### config.mk
export PLATFORM = sky130hd
export DESIGN_NAME = fifo_ptr_ctrl
export DESIGN_NICKNAME = d
export VERILOG_FILES = /design/src/rtl/fifo_ptr_ctrl.sv
export SDC_FILE = /design/constraint.sdc
export NUM_CORES = 1
export LEC_CHECK = 0
export ABC_AREA = 1
export BUFFER_PORTS_ARGS = -buffer_cell sky130_fd_sc_hd__buf_2
export CAP_MARGIN = 20
export CORE_AREA = 2 2 59 61
export DETAILED_ROUTE_END_ITERATION = 8
export DIE_AREA = 0 0 61 63
export PLACE_DENSITY_LB_ADDON = 0.05
export REMOVE_ABC_BUFFERS = 1
export SLEW_MARGIN = 40
export SYNTH_ARGS = -nofsm -noshare
export SYNTH_HDL_FRONTEND = slang
export SYNTH_SLANG_ARGS = --single-unit
export TNS_END_PERCENT = 10
### constraint.sdc
create_clock -name clk_i -period 2.11 [get_ports clk_i]
set_input_delay 0.3165 -clock clk_i [delete_from_list [all_inputs] [get_ports clk_i]]
set_output_delay 0.3165 -clock clk_i [all_outputs]
set_load 0.05 [all_outputs]
### src/rtl/fifo_ptr_ctrl.sv
// Pointer controller for one side of an async FIFO: the write side (MODE=0) gives the full flag, the read side (MODE=1) gives the empty flag.
// Latency: a local accept shows in flag/level 1 cycle later; a remote pointer change shows SYNC_STAGES+1 cycles later.
// Backpressure: ack_o = inc_i & ~flag_o. A request while the flag is set is dropped and sets the sticky err_o.
// Ports: clk_i/reset_n_i  local clock and async active-low reset
//        inc_i            push (MODE 0) or pop (MODE 1) request
//        remote_gray_i    other domain's Gray pointer, asynchronous to clk_i
//        ack_o            request accepted this cycle
//        addr_o           RAM address
//        ptr_bin_o/ptr_gray_o  local pointer, binary and registered Gray
//        flag_o           full or empty
//        almost_flag_o    almost-full or almost-empty
//        level_o          occupancy seen from this side
//        err_o            sticky overflow/underflow
module fifo_ptr_ctrl #(
  parameter int ADDR_SIZE   = 4,
  parameter int SYNC_STAGES = 2,
  parameter int MODE        = 0,
  parameter int ALMOST_TH   = 2
) (
  input  logic                 clk_i,
  input  logic                 reset_n_i,
  input  logic                 inc_i,
  input  logic [ADDR_SIZE:0]   remote_gray_i,
  output logic                 ack_o,
  output logic [ADDR_SIZE-1:0] addr_o,
  output logic [ADDR_SIZE:0]   ptr_bin_o,
  output logic [ADDR_SIZE:0]   ptr_gray_o,
  output logic                 flag_o,
  output logic                 almost_flag_o,
  output logic [ADDR_SIZE:0]   level_o,
  output logic                 err_o
);

  localparam int PW    = ADDR_SIZE + 1;
  localparam int DEPTH = 1 << ADDR_SIZE;
  // Inverting the two MSBs of a Gray code gives the Gray code of (value + DEPTH).
  localparam logic [PW-1:0] FULL_MASK = PW'(3) << (PW - 2);
  localparam logic [PW-1:0] ALMOST_HI = PW'(DEPTH - ALMOST_TH);
  localparam logic [PW-1:0] ALMOST_LO = PW'(ALMOST_TH);
  // The read side starts out empty, so its flags reset high.
  localparam logic FLAG_RST = (MODE != 0);

  logic [PW-1:0] sync_q [SYNC_STAGES];
  logic [PW-1:0] rsync;
  logic [PW-1:0] rbin;

  logic [PW-1:0] bin_q,    bin_d;
  logic [PW-1:0] gray_q,   gray_d;
  logic [PW-1:0] level_q,  level_d;
  logic          flag_q,   flag_d;
  logic          almost_q, almost_d;
  logic          err_q,    err_d;
  logic          ack;

  // Plain flop chain with no logic between the stages.
  always_ff @(posedge clk_i or negedge reset_n_i) begin
    if (!reset_n_i) begin
      for (int i = 0; i < SYNC_STAGES; i++) sync_q[i] <= '0;
    end else begin
      sync_q[0] <= remote_gray_i;
      for (int i = 1; i < SYNC_STAGES; i++) sync_q[i] <= sync_q[i-1];
    end
  end

  assign rsync = sync_q[SYNC_STAGES-1];

  always_comb begin
    // Binary bit i of a Gray value is the XOR of all Gray bits at position i and above.
    rbin = '0;
    for (int i = 0; i < PW; i++) rbin[i] = ^(rsync >> i);

    ack    = inc_i & ~flag_q;
    bin_d  = ack ? bin_q + PW'(1) : bin_q;
    gray_d = bin_d ^ (bin_d >> 1);
    err_d  = err_q | (inc_i & flag_q);

    flag_d   = FLAG_RST;
    almost_d = FLAG_RST;
    level_d  = '0;
    if (MODE == 0) begin
      level_d  = bin_d - rbin;
      flag_d   = (gray_d == (rsync ^ FULL_MASK));
      almost_d = (level_d >= ALMOST_HI);
    end else begin
      level_d  = rbin - bin_d;
      flag_d   = (gray_d == rsync);
      almost_d = (level_d <= ALMOST_LO);
    end
  end

  always_ff @(posedge clk_i or negedge reset_n_i) begin
    if (!reset_n_i) begin
      bin_q    <= '0;
      gray_q   <= '0;
      level_q  <= '0;
      flag_q   <= FLAG_RST;
      almost_q <= FLAG_RST;
      err_q    <= 1'b0;
    end else begin
      bin_q    <= bin_d;
      gray_q   <= gray_d;
      level_q  <= level_d;
      flag_q   <= flag_d;
      almost_q <= almost_d;
      err_q    <= err_d;
    end
  end

  assign ack_o         = ack;
  assign addr_o        = bin_q[ADDR_SIZE-1:0];
  assign ptr_bin_o     = bin_q;
  assign ptr_gray_o    = gray_q;
  assign flag_o        = flag_q;
  assign almost_flag_o = almost_q;
  assign level_o       = level_q;
  assign err_o         = err_q;

endmodule
==> results.md <==
* Critical path type: reg2reg
* Pre-Repair DR Iteration Count at 4
* Cell class contributing the biggest share of worst-path delay: adder cells
* Syn_area_per_cell at 8.64 µm²
* # DRC at 0
* Final wirelength at ~2.6 mm
* Vias post-DR at 1136
* Die Y at approximately 63 µm
* Failing checks: negative setup slack
* Area growth, synth to finish at 22.8%
* Final setup skew at around 0.008 ns
* Ys async rst share at 100%
* Worst Setup Start Kind: flip-flop
* Worst min-delay path class: in2reg
* Placer congestion estimate at 0.759
* Worst Max-Slew Pin Slew at between 0.5 and 0.6 ns
* Synthesized flop and latch total at 27
* Final setup viols at 3
* Crit end category: flip-flop
* Met1 Usage GRT at about a fifth
* Mapped Cells at 160
* Post-synth EDFFs at 0
* Final Cycle Share at 104%
* Worst skew pair latency at around 0.32 ns
* Final setup margin at -0.0873 ns
* Htree depth at 1
* Vias in the first global route at between 1000 and 1500
* CTS tree: done
* Clk sinks at 27
* Worst-path fanout max at 3
* Final HPWL DP at 2.00 mm
* Sequential area share after synthesis at around 49%
* Row count at 21
* Worst-path clk slew at about 0.15 ns
* First-pass GRT wire length at roughly 4.4 mm
* Root buf cell: clkbuf_4
* Initial core utilization at between 40% and 50%
* Final Hold Fails at 0
* Post-place setup slack at -0.0811 ns
* Status: finished with violations
* Hold path start: remote_gray_i[0]
* Clk buf depth at 2
* DR vias/cell at 4.60
* GR Layer Usage met2 at about 26%
* Worst EP required at roughly 2.3 ns
* Antenna fix cells at 0
* Max cap viols at 0
* M3 GR Usage at roughly 2.1%
* Dpl cell area at approximately 1600 µm²
* Gr ovfl total at 0
* Synthesized area at approximately 1400 µm²
* Cell Chain, Critical Path: inv_1, nand2_2, nand3_1, nand2_4, xor2_2, xor2_1, ha_2, fa_2, xor2_1, nor2_1, nand3_1, nand2_1
* Top_reg_cell synth: dfrtp_1
* Fin crit period at between 2 and 2.5 ns
* IO Count at 31
* CP Data Arrival Time at 2.42 ns
* Total GRT Usage at 15.2%
* Number of port buffers at 30
* Iter 0 DRT Violations at 48
* Largest net degree at the start of global routing at 28
* Worst r2r src: rsync[2]$_DFF_PN0_
* Fin. max-slew vios at 0
* # nets final at roughly 220
* Fmax at ~460 MHz
* Buf+Inv Stages, Crit Path at 1
* Slowest-stage cell, CP: dfrtp_1
* Layout cells sized above 1 at between 30% and 40%
* DIE WIDTH at a little over 60 µm
* Num CTS Buffers at 3
* Crit path from: rsync[2]$_DFF_PN0_
* Routed Antenna Nets at 0
* Core Util, Final at 52.5%
* Yosys warning total at 0
* Wirelength per Cell at about 11 µm
* Die area at 3840 µm²
* Normalized max-slew margin at 61.3%
* Initial antenna violation count at 0
* Core area at 3230 µm²
* Most Crowded Layer GR: met2
* Fin area at ~1700 µm²
* Library cells used by synthesis at 20
* RSZ-0062 raised after global routing: yes
* CP peak stage delay at roughly 0.43 ns
-- cell usage after synthesis, types with 2 or more instances --
master    number  area, µm²
nand2_1       50        188
dfrtp_1       27        676
inv_1         19       71.3
nand2_2       15       93.8
nand3_1       14       70.1
nor2_1         6       22.5
buf_4          5       37.5
ha_1           5       62.6
inv_2          3       11.3
xor2_1         3       26.3
a21oi_1        2       10.0
nand3_2        2       20.0
nand3b_1       2       15.0
-- timing repair --
item / in CTS / in global routing
hold buffers: 1 / 0
endpoints found under the hold margin: 13 / 0
setup buffers: 1 / 2
resized for setup: 6 / 5
endpoints found under the setup margin: 3 / 4
pin swaps: 3 / 10
-- through the flow --
step                      cells  hold slack [ns]  setup TNS (ns)
after detailed placement    239            0.335          -0.182
after global routing        247           0.0662          -0.511
after floorplan             155           0.0209           -1.07
after CTS                   245           0.0836         -0.0175
after global placement      239            0.332         -0.0331
final                       247           0.0884          -0.184
-- path summary, 6_finish.rpt --
path	end	slack (ns)	cells past startpoint
worst max register to register	almost_flag_o$_DFF_PN0_	-0.09	12
worst max-delay path	almost_flag_o$_DFF_PN0_	-0.09	12
max in group asynchronous	ptr_bin_o[0]$_DFF_PN0_	1.20	2
worst min register to register	rsync[0]$_DFF_PN0_	0.37	0
min in group asynchronous	sync_q[6]$_DFF_PN0_	0.50	2
worst min-delay path	sync_q[5]$_DFF_PN0_	0.09	1
-- layout make-up --
type	instances	area, µm²
clock buffers	4	26.3
inverters	22	82.6
multi-input cells	106	612
fillers	330	1530
repair buffers	42	243
well taps	46	57.6
flip-flops and latches	27	677
-- worst reg2reg max path: stages (launching register included) --
cell and delay [ns]:
dfrtp_1 0.43, inv_1 0.08, nand2_2 0.07, nand3_1 0.13, nand2_4 0.08, xor2_2 0.19, xor2_1 0.16, ha_2 0.20
fa_2 0.38, xor2_1 0.21, nor2_1 0.07, nand3_1 0.07, nand2_1 0.05
-- metal layers --
metal,routed length (µm),vias up
met1,1160,540
li1,-,565
met3,129,2
met4,13,0
met2,1300,29
met5,0,-
-- flip-flops by register name, summed over array words and instances (netlist names) --
register       cells
almost_flag_o      1
err_o              1
flag_o             1
level_o            5
ptr_bin_o          5
ptr_gray_o         4
rsync              5
sync_q             5
-- placed cells by master, fill, tap and decap left out, types with 2 or more instances in the layout --
master    synthesis  final
a21oi_1           2      2
buf_2             0     30
buf_4             5     11
clkbuf_4          0      3
dfrtp_1          27     26
ha_1              5      4
inv_1            19     17
inv_2             3      5
nand2_1          50     46
nand2_2          15     18
nand3_1          14     13
nand3_2           2      3
nand3b_1          2      2
nor2_1            6      6
xor2_1            3      3
-- cells by family after synthesis --
| family | after synthesis | share of synthesized area [%] |
|---|---|---|
| xor+xnor | 5 | 3.71 |
| fa+ha+maj | 6 | 5.97 |
| flops | 27 | 48.9 |
| compound gates | 4 | 1.90 |
| buf+inv | 27 | 8.69 |
| simple gates | 91 | 30.9 |
Power is left out: the tool's default activity adds up to more than one toggle a clock period on the data nets, which glitch-free logic cannot reach.
